File: src/rtl/ama_riscv_fetch_pkg.sv
// Shared constants for the instruction-fetch stage: next-PC select encodings and the NOP bubble.
package ama_riscv_fetch_pkg;

   localparam logic [1:0]  PC_SEL_INC4       = 2'd0;
   localparam logic [1:0]  PC_SEL_ALU        = 2'd1;
   localparam logic [1:0]  PC_SEL_START_ADDR = 2'd2;
   localparam logic [1:0]  PC_SEL_RSVD       = 2'd3;

   // addi x0, x0, 0
   localparam logic [31:0] NOP_INST          = 32'h0000_0013;

   function automatic logic [31:0] pc_inc4(input logic [31:0] pc);
      return pc + 32'd4;
   endfunction

endpackage

File: src/rtl/ama_riscv_perf_cnt.sv
// 32-bit enabled performance counter; wraps silently, cleared by synchronous reset.
module ama_riscv_perf_cnt (
   input  logic        clk,
   input  logic        rst,
   input  logic        en_i,
   output logic [31:0] cnt_o
);

   logic [31:0] cnt_q;
   logic [31:0] cnt_d;

   assign cnt_d = en_i ? cnt_q + 32'd1 : cnt_q;

   always_ff @(posedge clk) begin
      if (rst) cnt_q <= 32'd0;
      else     cnt_q <= cnt_d;
   end

   assign cnt_o = cnt_q;

endmodule

File: src/rtl/ama_riscv_fetch.sv
// IF stage: PC register, next-PC mux, IMEM addressing and NOP bubble insertion.
// The IMEM address is steered by the same-cycle PC update so read data always belongs to the current PC.
module ama_riscv_fetch
   import ama_riscv_fetch_pkg::*;
#(
   parameter logic [31:0] RESET_VECTOR = 32'h0000_0000,
   parameter int          IMEM_AW      = 14,
   parameter int          RST_BUBBLES  = 1
) (
   input  logic               clk,
   input  logic               rst,
   input  logic [1:0]         pc_sel,
   input  logic               pc_we,
   input  logic               stall_if,
   input  logic               clear_if,
   input  logic [31:0]        alu_out,
   input  logic [31:0]        imem_rdata,
   output logic [IMEM_AW-1:0] imem_addr,
   output logic               imem_en,
   output logic [31:0]        inst_id,
   output logic [31:0]        pc_id,
   output logic [31:0]        pc_id_inc4,
   output logic               misalign_err,
   output logic [31:0]        fetch_cnt,
   output logic [31:0]        bubble_cnt
);

   localparam logic [1:0] RST_CNT_INIT = 2'(RST_BUBBLES);

   logic [31:0] pc_q, pc_d, pc_next;
   logic [1:0]  rst_cnt_q, rst_cnt_d;
   logic        stall_q, clear_q;
   logic        misalign_q, misalign_d;
   logic        rst_done;
   logic        pc_upd;
   logic        bubble;
   logic        unused_alu_lsb;

   assign unused_alu_lsb = alu_out[0];

   always_comb begin
      pc_next = pc_inc4(pc_q);
      case (pc_sel)
         PC_SEL_INC4:       pc_next = pc_inc4(pc_q);
         PC_SEL_ALU:        pc_next = {alu_out[31:2], 2'b00};
         PC_SEL_START_ADDR: pc_next = RESET_VECTOR;
         PC_SEL_RSVD:       pc_next = pc_inc4(pc_q);
         default:           pc_next = pc_inc4(pc_q);
      endcase
   end

   assign rst_done = (rst_cnt_q == 2'd0);

   // A flush always redirects, even over a stall or a deasserted write enable.
   assign pc_upd     = clear_if | (pc_we & ~stall_if & rst_done);
   assign pc_d       = pc_upd ? pc_next : pc_q;
   assign rst_cnt_d  = rst_done ? 2'd0 : rst_cnt_q - 2'd1;
   assign misalign_d = misalign_q | ((pc_sel == PC_SEL_ALU) & pc_upd & alu_out[1]);

   always_ff @(posedge clk) begin
      if (rst) begin
         pc_q       <= RESET_VECTOR;
         rst_cnt_q  <= RST_CNT_INIT;
         stall_q    <= 1'b0;
         clear_q    <= 1'b0;
         misalign_q <= 1'b0;
      end else begin
         pc_q       <= pc_d;
         rst_cnt_q  <= rst_cnt_d;
         stall_q    <= stall_if;
         clear_q    <= clear_if;
         misalign_q <= misalign_d;
      end
   end

   assign bubble = ~rst_done | stall_q | clear_q;

   assign imem_en   = 1'b1;
   assign imem_addr = rst    ? RESET_VECTOR[IMEM_AW+1:2] :
                      pc_upd ? pc_next[IMEM_AW+1:2]      : pc_q[IMEM_AW+1:2];

   assign inst_id      = (rst | bubble) ? NOP_INST : imem_rdata;
   assign pc_id        = pc_q;
   assign pc_id_inc4   = pc_inc4(pc_q);
   assign misalign_err = misalign_q;

   ama_riscv_perf_cnt u_fetch_cnt (
      .clk   (clk),
      .rst   (rst),
      .en_i  (~bubble),
      .cnt_o (fetch_cnt)
   );

   // Reset-sequence bubbles are not counted as pipeline bubbles.
   ama_riscv_perf_cnt u_bubble_cnt (
      .clk   (clk),
      .rst   (rst),
      .en_i  (bubble & rst_done),
      .cnt_o (bubble_cnt)
   );

endmodule

File: config.mk
export PLATFORM = sky130hd
export DESIGN_NAME = ama_riscv_fetch
export DESIGN_NICKNAME = d
export VERILOG_FILES = /design/src/rtl/ama_riscv_fetch_pkg.sv /design/src/rtl/ama_riscv_perf_cnt.sv /design/src/rtl/ama_riscv_fetch.sv
export SDC_FILE = /design/constraint.sdc
export NUM_CORES = 1
export LEC_CHECK = 0
export CAP_MARGIN = 20
export CELL_PAD_IN_SITES_DETAIL_PLACEMENT = 1
export CELL_PAD_IN_SITES_GLOBAL_PLACEMENT = 1
export CORE_MARGIN = 3
export CORE_UTILIZATION = 30
export DETAILED_ROUTE_END_ITERATION = 10
export PLACE_DENSITY = 0.83
export SLEW_MARGIN = 20
export SYNTH_ARGS = -nofsm -noshare
export SYNTH_HDL_FRONTEND = slang
export SYNTH_SLANG_ARGS = --single-unit
File: constraint.sdc
create_clock -name clk -period 3.29 [get_ports clk]
set_clock_uncertainty 0.15 [all_clocks]
set_input_delay 0.658 -clock clk [delete_from_list [all_inputs] [get_ports clk]]
set_output_delay 0.658 -clock clk [all_outputs]
set_load 0.01 [all_outputs]
==> flow_metrics.py <==
metrics = {
    "outcome": {
        "status": "completed",
    },
    "synth": {
        "syn-cell-area_sq_mm": 0.00562,
        "synth_compound_area_share_pct": 12.2,
        "synth_adder_area_share_pct": 1.56,
        "yosys.area.top_type": "dfxtp_1",
        "synthMuxAreaShare_pct": 1.09,
        "ys_top_cells_by_area": "dfxtp_1, xor2_1, nor2_1",
        "synth-seq-cells": 99,
        "synth_top_flop_cell": "dfxtp_1",
        "synthXorXnorAreaFrac_pct": 12.1,
        "yosysSeqAreaShare_pct": 35.2,
        "synth_top_area_share_pct": 35.2,
        "synth_cell_types": 58,
        "synth-simple-area-share_pct": 32.3,
        "syn_avg_cell_area_sq_um": 7.96,
        "yosys-top-cells-count": "dfxtp_1, nor2_1, and3_1, nand2_1, xor2_1",
        "synthArstFlopShare_pct": 0,
        "synth_edf_count": 0,
        "synth_top_family_by_area": "simple AND/OR/NAND/NOR gates",
        "synth_warnings": 0,
        "synthCells": 706,
    },
    "global_routing": {
        "grtUsageMet2_pct": 35.0,
        "gr-total-overflow": 0,
        "grt_max_degree": 43,
        "antenna_found_initial": 0,
        "grt-busiest-layer": "met2",
        "grt_pass1_vias": 6653,
        "grt_util_met1_pct": 26.9,
        "use_met3_pct": 5.02,
        "grt_pass1_wl_mm": 35.0,
        "grt.total_usage_pct": 21.1,
    },
    "power": {
        "power.density_mw_per_mm2": 324,
        "ir_worst_vdd_v": 0.000352,
        "leakagePower_nw": 3.71,
    },
    "place": {
        "io_buffers": 240,
        "hpwl_mm": 16.5,
        "globalplace.congestion": 0.856,
        "placed_cell_area_sq_mm": 0.00854,
        "place_inst": 1182,
        "pre_cts_ws_ns": -0.514,
    },
    "cells_and_area": {
        "nFillCells": 2095,
        "final_cells": 1208,
        "drive_gt1_share_pct": 16.3,
        "num-nets-final": 1051,
        "multi_input_area_sq_mm": 0.00362,
        "regArea_sq_mm": 0.00201,
        "finish.instance_area_sq_mm": 0.00919,
        "syn_to_final_growth_pct": 63.4,
        "final_core_util_pct": 50.5,
    },
    "detailed_routing": {
        "wl_mm": 22.4,
        "drtIter0Drc": 285,
        "vias": 6397,
        "drc_errors": 0,
        "ant_nets": 0,
        "vias_per_cell": 5.30,
        "routedWlPerCell_um": 18.5,
        "drt-pass1-iter-count": 6,
    },
    "sta": {
        "period_share_pct": 99.5,
        "setup_violations": 0,
        "setup_slack_ns": 0.0155,
        "slew_headroom_pct": 49.4,
        "drv_slew": 0,
        "min_period_ns": 3.27,
        "hold_viol": 0,
        "grt_setup_unrepaired": "yes",
        "max_slew.worst_pin.slew_ns": 0.756,
        "max_freq_ghz": 0.305,
    },
    "critical_path": {
        "startpoint_type": "input port",
        "worstSetupPathType": "in -> out",
        "cp-end-kind": "output pin",
        "required_ns": 2.48,
        "critical_path.max_fanout": 4,
        "critical_path_arrival_ns": 2.47,
    },
    "die": {
        "start_util_pct": 30.9,
        "die-area_sq_mm": 0.0204,
        "coreArea_sq_mm": 0.0182,
        "fp.dieW_um": 143,
        "rows": 49,
        "die_y_um": 143,
        "ios": 247,
    },
    "clocking": {
        "numCtsBuffers": 9,
        "root_buffer": "clkbuf_16",
        "postCtsHoldBufs": 0,
        "htree_levels": 3,
        "cts_sinks": 99,
        "clkTransAtPathRegs_ns": 0.08,
        "cts_buffer_depth": 2,
        "clock_latency_ns": 0.35,
        "cts_tree": "built",
    },
    "min_path": {
        "hold_class": "reg -> reg",
    },
    "run": {
        "cap_viol_max_count": 0,
    },
}
[kinds of logic after synthesis]
kind of cell               Yosys count
muxes                                6
DFF                                 99
and+or+nand+nor                    338
AOI/OAI and AO/OA                  105
other                                2
buffers and inverters               71
xor gates and xnor gates            78
adders and majority gates            7
[state kept, by name, summed over array words and instances (netlist names)]
signal,count
clear_q,1
misalign_err,1
pc_id,30
rst_cnt_q,2
stall_q,1
u_bubble_cnt.cnt_o,32
u_fetch_cnt.cnt_o,32
[cell type report]
type                    count  share of cell area, %
multi-input cells         539                   39.4
repair buffers            305                   31.4
flip-flops and latches     99                   21.9
well taps                 229                   3.12
clock buffers               9                   2.45
clock inverters             7                  0.899
inverters                  19                  0.776
diodes                      1                 0.0272
[worst paths after layout]
path,from,to,slack [ns],cells past startpoint
setup / recovery,pc_sel[1],imem_addr[8],0.02,10
hold / removal,u_fetch_cnt.cnt_o[31],u_fetch_cnt.cnt_o[31],0.36,2
setup reg to reg,rst_cnt_q[0],u_fetch_cnt.cnt_o[31],0.73,8
hold reg to reg,u_fetch_cnt.cnt_o[31],u_fetch_cnt.cnt_o[31],0.36,2
[where the power goes]
group / internal (W) / switching [W]
combinational: 0.000308 / 0.000276
clock: 0.000605 / 0.000522
sequential: 0.00122 / 0.0000455
[stage by stage]
stage	hold slack (ns)	total power [W]	setup TNS [ns]
6_report	0.356	0.00298	0
5_1_grt	0.393	0.00311	-0.168
4_1_cts	0.356	0.00300	-0.0259
3_5_place_dp	0.333	0.00183	-5.61
3_3_place_gp	0.317	0.00182	-5.15
2_1_floorplan	0.352	0.00150	0
[per-layer routing]
metal	routed length, um	vias up	share of wire (%)
met2	10800	214	48
met4	546	0	2.4
met3	1240	37	5.5
met1	9800	3110	44
met5	0	-	0
li1	-	3036	-
[timing repair]
| item | in CTS | in global routing |
|---|---|---|
| gates resized for setup | 83 | 48 |
| setup endpoints to repair | 30 | 39 |
| setup buffers | 8 | 1 |
| pin swaps | 5 | 10 |
[worst max-delay path: stages]
cell and delay (ns):
clkdlybuf4s50_1 0.45, inv_1 0.07, buf_4 0.14, ha_4 0.18, nand2b_4 0.16, buf_4 0.16
o31ai_2 0.20, a22oi_1 0.15, nor2_1 0.14, buf_2 0.15
[cells in the final DEF, fill, tap and decap left out, types with 4 or more instances in the layout]
cell type        netlist  final
nand4_1               32     32
nor2_1                99     97
conb_1                 2      5
mux2i_1                5      5
nand2_1               48     46
dfxtp_1               99     83
buf_2                  6      5
o22ai_1                5      4
clkbuf_2               0      7
xor2_1                45     45
and4_1                12      9
nand3_1               36     34
dfxtp_2                0     13
clkdlybuf4s50_1        0    214
a31oi_1                7      6
nor3_1                18     17
dlymetal6s2s_1         0      9
and3_1                48     48
nor4_4                 3      4
o211ai_1               4      4
o21ai_0               23     22
clkbuf_16              0      9
xnor2_1               33     31
inv_1                 18     18
and2_1                 4      4
or3_1                 11     11
nor4_1                 6      5
a21oi_1               27     26
buf_4                  7     61
(Power assumes the default switching activity.)
